File: src/rtl/major_state_seq_pkg.sv
// Shared constants for the major-state sequencer: major codes, phase/wait widths, opcode patterns.
package major_state_seq_pkg;

    localparam int PHASE_W = 2;
    localparam int WCNT_W  = 3;

    typedef enum logic [2:0] {
        MAJ_F = 3'd0,
        MAJ_D = 3'd1,
        MAJ_E = 3'd2,
        MAJ_B = 3'd3,
        MAJ_H = 3'd4
    } major_e;

    localparam logic [3:0]  OP_JMP   = 4'b1010;
    localparam logic [3:0]  OP_JMPI  = 4'b1011;
    localparam logic [5:0]  HLT_PAT  = 6'b111110;
    localparam logic [11:0] IOT_6002 = 12'o6002;

endpackage

File: src/rtl/major_state_seq_if.sv
// Panel/CPU-side signal bundle of the major-state sequencer; master drives controls, slave is the sequencer.
interface major_state_seq_if;

    logic                                    halt;
    logic                                    single_step;
    logic                                    single_instr;
    logic                                    cont;
    logic                                    int_req;
    logic                                    int_ena;
    logic                                    int_inh;
    logic                                    UF;
    logic                                    trigger;
    logic                                    brk_req;
    logic [0:11]                             instruction;
    logic [2:0]                              major;
    logic [major_state_seq_pkg::PHASE_W-1:0] phase;
    logic                                    in_wait;
    logic                                    int_in_prog;
    logic                                    brk_ack;

    modport master (
        output halt, single_step, single_instr, cont, int_req, int_ena, int_inh, UF,
               trigger, brk_req, instruction,
        input  major, phase, in_wait, int_in_prog, brk_ack
    );

    modport slave (
        input  halt, single_step, single_instr, cont, int_req, int_ena, int_inh, UF,
               trigger, brk_req, instruction,
        output major, phase, in_wait, int_in_prog, brk_ack
    );

endinterface

File: src/rtl/major_state_seq_phase_timer.sv
// Phase counter for one major cycle: phase 0, optional wait states (down-counter), phases 1..3.
module phase_timer
    import major_state_seq_pkg::*;
#(
    parameter int WAIT_STATES = 1
) (
    input  logic               clk,
    input  logic               reset,
    input  logic               stall_i,
    input  logic               restart_i,
    input  logic               no_wait_i,
    output logic [PHASE_W-1:0] phase_o,
    output logic               in_wait_o
);

    localparam logic [WCNT_W-1:0] WAIT_LOAD = (WAIT_STATES > 0) ? WCNT_W'(WAIT_STATES - 1) : '0;

    logic [PHASE_W-1:0] phase_q;
    logic               in_wait_q;
    logic [WCNT_W-1:0]  wcnt_q;

    always_ff @(posedge clk) begin
        if (reset || restart_i) begin
            phase_q   <= '0;
            in_wait_q <= 1'b0;
            wcnt_q    <= '0;
        end else if (in_wait_q) begin
            if (wcnt_q == '0) begin
                in_wait_q <= 1'b0;
                phase_q   <= PHASE_W'(1);
            end else begin
                wcnt_q <= wcnt_q - 1'b1;
            end
        end else if (phase_q == '0) begin
            // the wait count is loaded on the clock that releases the stall
            if (!stall_i) begin
                if (no_wait_i || WAIT_STATES == 0) begin
                    phase_q <= PHASE_W'(1);
                end else begin
                    in_wait_q <= 1'b1;
                    wcnt_q    <= WAIT_LOAD;
                end
            end
        end else begin
            phase_q <= phase_q + 1'b1;
        end
    end

    assign phase_o   = phase_q;
    assign in_wait_o = in_wait_q;

endmodule

File: src/rtl/major_state_seq.sv
// Major-state sequencer: F/D/E/B/H cycles, next-major decision at phase 3, data-break and halt panel.
//   major | meaning
//   F     | instruction fetch
//   D     | defer (indirect address)
//   E     | execute
//   B     | data break (DMA), returns to the saved destination
//   H     | halted; panel phases H0, HW(H1), optional H2/H3 on trigger
module major_state_seq
    import major_state_seq_pkg::*;
#(
    parameter int WAIT_STATES = 1,
    parameter bit BRK_ENABLE  = 1'b1
) (
    input  logic              clk,
    input  logic              reset,
    major_state_seq_if.slave  seq_if
);

    major_e             major_q, dest_d, sav_dest_q;
    logic               iip_q, iip_set_d, sav_iip_q, brk_ack_q;
    logic [PHASE_W-1:0] phase;
    logic               in_wait, stall, restart, int_cond;

    assign int_cond = seq_if.int_req && seq_if.int_ena && !seq_if.int_inh;

    assign stall = ((major_q inside {MAJ_F, MAJ_D, MAJ_E}) && seq_if.single_step && !seq_if.cont)
                || ((major_q == MAJ_F) && seq_if.single_instr && !seq_if.cont);

    assign restart = ((major_q == MAJ_H) && (phase == PHASE_W'(1)) && (seq_if.cont || !seq_if.trigger))
                  || !(major_q inside {MAJ_F, MAJ_D, MAJ_E, MAJ_B, MAJ_H});

    phase_timer #(.WAIT_STATES(WAIT_STATES)) u_timer (
        .clk       (clk),
        .reset     (reset),
        .stall_i   (stall),
        .restart_i (restart),
        .no_wait_i (major_q == MAJ_H),
        .phase_o   (phase),
        .in_wait_o (in_wait)
    );

    always_comb begin
        dest_d    = MAJ_F;
        iip_set_d = 1'b0;
        case (major_q)
            MAJ_F: begin
                if (seq_if.instruction[0:1] == 2'b11 || seq_if.instruction[0:3] == OP_JMP) begin
                    if (seq_if.halt) begin
                        dest_d = MAJ_H;
                    end else if ({seq_if.instruction[0:3], seq_if.instruction[10:11]} == HLT_PAT && !seq_if.UF) begin
                        dest_d = MAJ_H;
                    end else if (int_cond && seq_if.instruction != IOT_6002) begin
                        dest_d    = MAJ_E;
                        iip_set_d = 1'b1;
                    end
                end else begin
                    dest_d = seq_if.instruction[3] ? MAJ_D : MAJ_E;
                end
            end
            MAJ_D: begin
                if (seq_if.instruction[0:3] == OP_JMPI) begin
                    if (int_cond) begin
                        dest_d    = MAJ_E;
                        iip_set_d = 1'b1;
                    end else if (seq_if.halt) begin
                        dest_d = MAJ_H;
                    end
                end else begin
                    dest_d = MAJ_E;
                end
            end
            MAJ_E: begin
                if (seq_if.halt) begin
                    dest_d = MAJ_H;
                end else if (!iip_q && int_cond) begin
                    dest_d    = MAJ_E;
                    iip_set_d = 1'b1;
                end
            end
            MAJ_B: begin
                dest_d    = sav_dest_q;
                iip_set_d = sav_iip_q;
            end
            default: dest_d = MAJ_H;
        endcase
    end

    always_ff @(posedge clk) begin
        if (reset) begin
            major_q    <= MAJ_H;
            iip_q      <= 1'b0;
            brk_ack_q  <= 1'b0;
            sav_dest_q <= MAJ_F;
            sav_iip_q  <= 1'b0;
        end else begin
            brk_ack_q <= BRK_ENABLE && (major_q == MAJ_B) && (phase == PHASE_W'(2));
            case (major_q)
                MAJ_H: begin
                    if (phase == PHASE_W'(1) && seq_if.cont) begin
                        major_q <= MAJ_F;
                        iip_q   <= 1'b0;
                    end
                end
                MAJ_F, MAJ_D, MAJ_E, MAJ_B: begin
                    if (phase == PHASE_W'(3)) begin
                        // a back-to-back break keeps the destination saved by the first one
                        if (BRK_ENABLE && seq_if.brk_req) begin
                            major_q <= MAJ_B;
                            if (major_q != MAJ_B) begin
                                sav_dest_q <= dest_d;
                                sav_iip_q  <= iip_set_d;
                            end
                        end else begin
                            major_q <= dest_d;
                            if (dest_d == MAJ_F) begin
                                iip_q <= 1'b0;
                            end else if (iip_set_d) begin
                                iip_q <= 1'b1;
                            end
                        end
                    end
                end
                default: major_q <= MAJ_H;
            endcase
        end
    end

    assign seq_if.major       = major_q;
    assign seq_if.phase       = phase;
    assign seq_if.in_wait     = in_wait;
    assign seq_if.int_in_prog = iip_q;
    assign seq_if.brk_ack     = brk_ack_q;

endmodule

File: src/flat_wrapper.sv
// flat-port wrapper written by rule: the top's interface ports become plain ports
module major_state_seq_flat import major_state_seq_pkg::*;
#(
    parameter int WAIT_STATES = 1,
    parameter bit BRK_ENABLE  = 1'b1
)
  (clk, reset, seq_if_halt, seq_if_single_step, seq_if_single_instr, seq_if_cont, seq_if_int_req, seq_if_int_ena, seq_if_int_inh, seq_if_UF, seq_if_trigger, seq_if_brk_req, seq_if_instruction, seq_if_major, seq_if_phase, seq_if_in_wait, seq_if_int_in_prog, seq_if_brk_ack);
  major_state_seq_if seq_if_i ();
  input  logic clk;
  input  logic reset;
  input wire logic [$bits(seq_if_i.halt)-1:0] seq_if_halt;
  input wire logic [$bits(seq_if_i.single_step)-1:0] seq_if_single_step;
  input wire logic [$bits(seq_if_i.single_instr)-1:0] seq_if_single_instr;
  input wire logic [$bits(seq_if_i.cont)-1:0] seq_if_cont;
  input wire logic [$bits(seq_if_i.int_req)-1:0] seq_if_int_req;
  input wire logic [$bits(seq_if_i.int_ena)-1:0] seq_if_int_ena;
  input wire logic [$bits(seq_if_i.int_inh)-1:0] seq_if_int_inh;
  input wire logic [$bits(seq_if_i.UF)-1:0] seq_if_UF;
  input wire logic [$bits(seq_if_i.trigger)-1:0] seq_if_trigger;
  input wire logic [$bits(seq_if_i.brk_req)-1:0] seq_if_brk_req;
  input wire logic [$bits(seq_if_i.instruction)-1:0] seq_if_instruction;
  output wire logic [$bits(seq_if_i.major)-1:0] seq_if_major;
  output wire logic [$bits(seq_if_i.phase)-1:0] seq_if_phase;
  output wire logic [$bits(seq_if_i.in_wait)-1:0] seq_if_in_wait;
  output wire logic [$bits(seq_if_i.int_in_prog)-1:0] seq_if_int_in_prog;
  output wire logic [$bits(seq_if_i.brk_ack)-1:0] seq_if_brk_ack;
  assign seq_if_i.halt = seq_if_halt;
  assign seq_if_i.single_step = seq_if_single_step;
  assign seq_if_i.single_instr = seq_if_single_instr;
  assign seq_if_i.cont = seq_if_cont;
  assign seq_if_i.int_req = seq_if_int_req;
  assign seq_if_i.int_ena = seq_if_int_ena;
  assign seq_if_i.int_inh = seq_if_int_inh;
  assign seq_if_i.UF = seq_if_UF;
  assign seq_if_i.trigger = seq_if_trigger;
  assign seq_if_i.brk_req = seq_if_brk_req;
  assign seq_if_i.instruction = seq_if_instruction;
  assign seq_if_major = seq_if_i.major;
  assign seq_if_phase = seq_if_i.phase;
  assign seq_if_in_wait = seq_if_i.in_wait;
  assign seq_if_int_in_prog = seq_if_i.int_in_prog;
  assign seq_if_brk_ack = seq_if_i.brk_ack;
  major_state_seq #(.WAIT_STATES(WAIT_STATES), .BRK_ENABLE(BRK_ENABLE)) u_core (.clk(clk), .reset(reset), .seq_if(seq_if_i));
endmodule
File: config.mk
export PLATFORM = sky130hd
export DESIGN_NAME = major_state_seq_flat
export DESIGN_NICKNAME = d
export VERILOG_FILES = /design/src/rtl/major_state_seq_pkg.sv /design/src/rtl/major_state_seq_if.sv /design/src/rtl/major_state_seq_phase_timer.sv /design/src/rtl/major_state_seq.sv /design/src/flat_wrapper.sv
export SDC_FILE = /design/constraint.sdc
export NUM_CORES = 1
export LEC_CHECK = 0
export ABC_AREA = 1
export CAP_MARGIN = 20
export CORE_UTILIZATION = 51
export DETAILED_ROUTE_END_ITERATION = 10
export PLACE_DENSITY_LB_ADDON = 0.3
export SLEW_MARGIN = 10
export SYNTH_ARGS = -nofsm -noshare
export SYNTH_HDL_FRONTEND = slang
export SYNTH_HIERARCHICAL = 1
export SYNTH_SLANG_ARGS = --single-unit
File: constraint.sdc
create_clock -name clk -period 2.2 [get_ports clk]
set_clock_uncertainty 0.15 [all_clocks]
set_input_delay 0.44 -clock clk [delete_from_list [all_inputs] [get_ports clk]]
set_output_delay 0.44 -clock clk [all_outputs]
set_load 0.01 [all_outputs]
### Yosys cells after proc, flatten, opt, wreduce, memory -nomap -nowiden

Index checks and enable logic that the tools add are counted.

| operators by class | value |
|---|---|
| multiplexer cells | 45 |
| add/sub/neg operators | 2 |
| reduce and logical (&&, ||, !) cells | 38 |
| eq/ne operators | 23 |

Operators with widths:

| kind | count |
|---|---|
| 2-to-1 mux 3 bit | 15 |
| 2-to-1 mux 1 bit | 18 |
| 2-to-1 mux 2 bit | 8 |
| logical AND 1 bit | 13 |
| inequality test 12 bit, second input constant | 1 |
| case mux 3 bit (4 select lines) | 1 |
| inequality test 2 x 1 -> 1 bit, second input constant | 5 |
| logical NOT 3 bit | 3 |
| equality test 4 bit, second input constant | 2 |
| AND reduction 4 bit | 2 |
| equality test 2 bit, second input constant | 3 |
| equality test 3 x 2 -> 1 bit, second input constant | 2 |
| equality test 6 bit, second input constant | 1 |
| logical NOT 1 bit | 6 |
| inequality test 3 bit, second input constant | 2 |
| case mux 3 bit (2 select lines) | 1 |
| logical OR 1 bit | 5 |
| AND reduction 5 bit | 1 |
| nonzero test 5 bit | 1 |
| inequality test 2 bit, second input constant | 2 |
| case mux 1 bit (4 select lines) | 1 |
| nonzero test 2 bit | 2 |
| OR reduction 4 bit | 1 |
| equality test 3 x 1 -> 1 bit, second input constant | 1 |
| 11 further kinds | 11 |

| storage, ports and cells | value |
|---|---|
| input bits | 24 |
| logic and storage cells | 116 |
| register bits after elaboration | 15 |
| output and inout bits | 8 |

### Longest topological paths before layout

Gate-level depths: netlist of the first run.

| depth | value |
|---|---|
| depth after elaboration | 13 |
| mapped depth | 12 |

### Hierarchy

The synthesis of the first run kept the hierarchy.

By module, submodules not included:

| module | cells an instance | times used | area an instance (um^2) |
|---|---|---|---|
| major_state_seq | 136 | 1 | 774.5 |
| phase_timer | 57 | 1 | 347.8 |

### Worst setup path after synthesis of the first run

OpenSTA, ideal clock, no wires.

| timing | value |
|---|---|
| path kind | flip-flop to flip-flop |
| start point | register u_core.major_q[0], in the netlist u_core/seq_if.major[0] |
| end point | register u_core.u_timer.phase_q[1], in the netlist u_core/u_timer/phase_o[1] |
| setup time | 113 ps |
| buffers on the path | 0 |
| slack | 737 ps |
| period minus slack after synthesis | 1463 ps |
| arrival time | 1201 ps |
| stages on the path, launching flop included | 13 |
| data required time | 1937 ps |
| cells stage by stage | dfxtp_1 > inv_2 > nand2_2 > inv_2 > nand3_1 > a21oi_1 > inv_1 > nand2_1 > nand2_1 > nand2_1 > nand2_1 > nand2_1 > nor2_1 |

| on the way | value |
|---|---|
| cells in the longest elaborated chain, start to end | 7 |
| elaborated cells on any way between the ends | 20 |

Ends and longest elaborated chain:

| what | RTL line | text |
|---|---|---|
| start, declared | major_state_seq.sv:19 | `major_e major_q, dest_d, sav_dest_q;` |
| start signal, assigned | major_state_seq.sv:114 | `major_q <= dest_d;` |
| equality test 3 x 1 -> 1 bit, or another cell as far along | major_state_seq.sv:26 | `assign stall = ((major_q inside {MAJ_F, MAJ_D, MAJ_E}) && seq_if.single_step && !seq_if.cont)` |
| nonzero test 3 bit | major_state_seq.sv:26 |  |
| logical AND 1 bit (2 in series) | major_state_seq.sv:26 |  |
| logical OR 1 bit (*) | major_state_seq.sv:27 | `\|\| ((major_q == MAJ_F) && seq_if.single_instr && !seq_if.cont);` |
| named net u_core.stall | major_state_seq.sv:22 | `logic in_wait, stall, restart, int_cond;` |
| inequality test 3 bit (no source line) (*) | n/a |  |
| AND reduction 3 bit (no source line) (*) | n/a |  |
| end signal, assigned | major_state_seq_phase_timer.sv:45 | `phase_q <= phase_q + 1'b1;` |
| end, declared | major_state_seq_phase_timer.sv:18 | `logic [PHASE_W-1:0] phase_q;` |

Mark *: on every way through the listed nets, which the timed path passes. The rest lies on a longest branch.
A chain may end at the register's enable or synchronous reset.

### Worst setup path after layout of the first run

| timing | value |
|---|---|
| start point | register u_core.major_q[2], in the netlist u_core/seq_if.major[2] |
| end point | output port seq_if_major[2] |

RTL lines:

| what | RTL line | text |
|---|---|---|
| end, declared | flat_wrapper.sv:22 | `output wire logic [$bits(seq_if_i.major)-1:0] seq_if_major;` |

No word-level cell between the ends.

==> results of run 1 <==
-- per-stage QoR --
step / cells / hold WS [ns]
6_report: 256 / 0.363
5_1_grt: 256 / 0.370
4_1_cts: 256 / 0.364
3_5_place_dp: 252 / 0.354
3_3_place_gp: 252 / 0.319
2_1_floorplan: 193 / 0.304
-- power by group through the flow --
stage | Clock [mW] | Combinational (mW) | Sequential [mW]
4_1_cts | 0.162 | 0.873 | 0.405
3_5_place_dp | 0 | 0.869 | 0.411
6_report | 0.156 | 0.877 | 0.404
3_3_place_gp | 0 | 0.836 | 0.406
2_1_floorplan | 0 | 0.596 | 0.415
5_1_grt | 0.174 | 0.988 | 0.415
-- per-layer routing --
metal | GRT usage, % | share of wire, % | vias to the layer above
met4 | 14.2 | 1.6 | 0
met3 | 2.49 | 5.6 | 6
met1 | 26.1 | 40 | 569
li1 | - | - | 676
met2 | 47.7 | 52 | 53
met5 | 0 | 0 | -
-- cell families (layout without fill, tap and decap cells) --
logic type | count (synthesis) | after routing | synth area share (%)
simple gates | 110 | 110 | 43.3
buf+inv | 39 | 75 | 13.3
compound gates | 26 | 26 | 13.4
flops | 15 | 15 | 26.8
fa+ha+maj | 3 | 3 | 3.34
-- cell usage after synthesis --
cell type  count
or2_0          1
nor2_1        32
o21ai_0        3
nand2_2        5
nand2_1       52
inv_1         30
nand3_1       12
nor3_2         1
dfxtp_1       15
nand3_2        1
ha_1           3
nor2_2         2
a221oi_2       1
nor3_4         1
o21ai_1        5
a21oi_1       14
inv_4          1
nor2_4         1
inv_2          8
nand4_1        2
o22ai_1        2
o22ai_2        1
-- tightest hold or removal path: stages (launching register included) --
cell,delay [ns]
dfxtp_1,0.33
nor2_1,0.10
nor2_1,0.05
-- sequential cells by signal (all words and copies together) (netlist names) --
register	flops
u_core/seq_if.int_in_prog	1
u_core/seq_if.major	3
u_core/seq_if.brk_ack	1
u_core/u_timer/wcnt_q	3
u_core/sav_dest_q	3
u_core/sav_iip_q	1
u_core/u_timer/phase_o	2
u_core/u_timer/in_wait_o	1
-- worst paths after layout --
| kind | startpoint | end | slack (ns) | cells after the start |
|---|---|---|---|---|
| min | u_core/u_timer/wcnt_q[1]$_SDFFE_PP0P_ | u_core/u_timer/wcnt_q[1]$_SDFFE_PP0P_ | 0.36 | 2 |
| min reg2reg | u_core/u_timer/wcnt_q[1]$_SDFFE_PP0P_ | u_core/u_timer/wcnt_q[1]$_SDFFE_PP0P_ | 0.36 | 2 |
| max reg2reg | u_core/seq_if.major[1]$_SDFFE_PP0P_ | u_core/u_timer/phase_o[1]$_SDFFE_PP0P_ | 0.58 | 12 |
| max | u_core/seq_if.major[2]$_SDFFE_PP1P_ | seq_if_major[2] | 0.24 | 1 |
-- cell type report --
type                    instances  area, sq um
multi-input cells             139          673
fillers                       182          520
repair buffers                 32          318
flip-flops and latches         15          300
inverters                      39          149
well taps                      27         33.8
clock buffers                   3         22.5
clock inverters                 1         5.00
==> impl_metrics.ini, run 1 <==
[cts]
cts_resized = 0
htree_levels = 1
clk_pin_slew_worst_paths_ns = 0.09
cts_hold_buf = 0
cts_buffer_depth = 2
cts_root_buf = clkbuf_4
cts_setup_buffers = 0
clock_sinks = 15
clock_latency_ns = 0.28
cts-buffers-inserted = 3
cts_tree = done

[global_routing]
grt_overflow = 0
grt_pass1_wl_microns = 4700
grt_max_degree = 10
grt_pass1_vias = 1231
grtUsageTotal_pct = 24.9
antenna_found_initial = 0

[placed_design]
port_buffers = 31
place_area_sq_mm = 0.00147
place_ws_ns = 0.125
hpwl_microns = 2380
gp_routability_congestion = 0.849

[timing]
hold_viol_final = 0
fmax_mhz = 509
fin_ws_ns = 0.236
fin_tns_setup_ns = 0
rsz0062_at_grt = no
setup_viol = 0
finalCriticalPeriod_ns = 1.96
tightestPinTransition_ns = 0.357
slew_violations = 0
fin_crit_sh_pct = 89.3
relSlewSlack_pct = 76.1

[power]
p_leak_nw = 0.715
p_comb_share_pct = 61.0
power.density_mw_per_mm2 = 958
p_int_uw = 755
seq_power_share_pct = 28.1
p_total_mw = 1.44
swShare_pct = 47.5
switchingPower_uw = 683
ir_drop_mv = 0.786
clockPowerShare_pct = 10.9

[outcome]
status = finished, final reports clean

[routing]
dr.pass1.iters = 4
ant_nets = 0
wl_microns = 2910
drc = 0
drtIter0Drc = 61
post_drt_wl_per_cell_microns = 11.4
vias = 1304
vias_per_cell = 5.09

[finish]
nets = 257
final_common_cell = nand2_1
area_growth_pct = 33.8
final_cell_mix = 52 x nand2_1, 32 x nor2_1, 31 x clkdlybuf4s50_1
design_area_sq_mm = 0.00150
antennaDiodeCount = 0
final_core_util_pct = 74.3
drive_above_1_share_pct = 11.8

[yosys]
seq_area_frac_synth_pct = 26.8
ys_types = 22
synth_seq_cells = 15
synth_top_cell_by_area = dfxtp_1
ys_warn_count = 6
synthCells = 193
synthTopCellsByArea = dfxtp_1 27%, nand2_1 17%, nor2_1 11%
synth.top_cell.area_share_pct = 26.8
syn_area_sq_mm = 0.00112
synth_area_per_cell_sq_um = 5.82
syn-num-nets = 220

[critical_path]
startpoint_type = flop
required_ns = 1.61
cp_top_family = buffers and inverters
cp.arrival_ns = 1.37
worst-path-buf-inv = 1
crit_slowest_cell = clkdlybuf4s50_1
cp-end-kind = output port
path_max_fanout = 6
max_stage_delay_ns = 0.60
crit_path_cell_trace = clkdlybuf4s50_1
worstSetupPathType = flop to output port

[die]
core_area_sq_mm = 0.00202
dieArea_sq_mm = 0.00239
dieWidth_microns = 48.9
die_h_microns = 48.9
io_pins = 32
initial_core_util_pct = 55.5
rows = 16

[job]
max_cap_viol_count = 0

[min_path]
hp-class = flop to flop
No activity file was read; power rests on OpenSTA's default activity.
==> inputs of run 2 (changes only) <==
- TNS_END_PERCENT: default -> 1
==> results of run 2 <==
No change in the layout: final DEF, timing and power equal those of run 1.
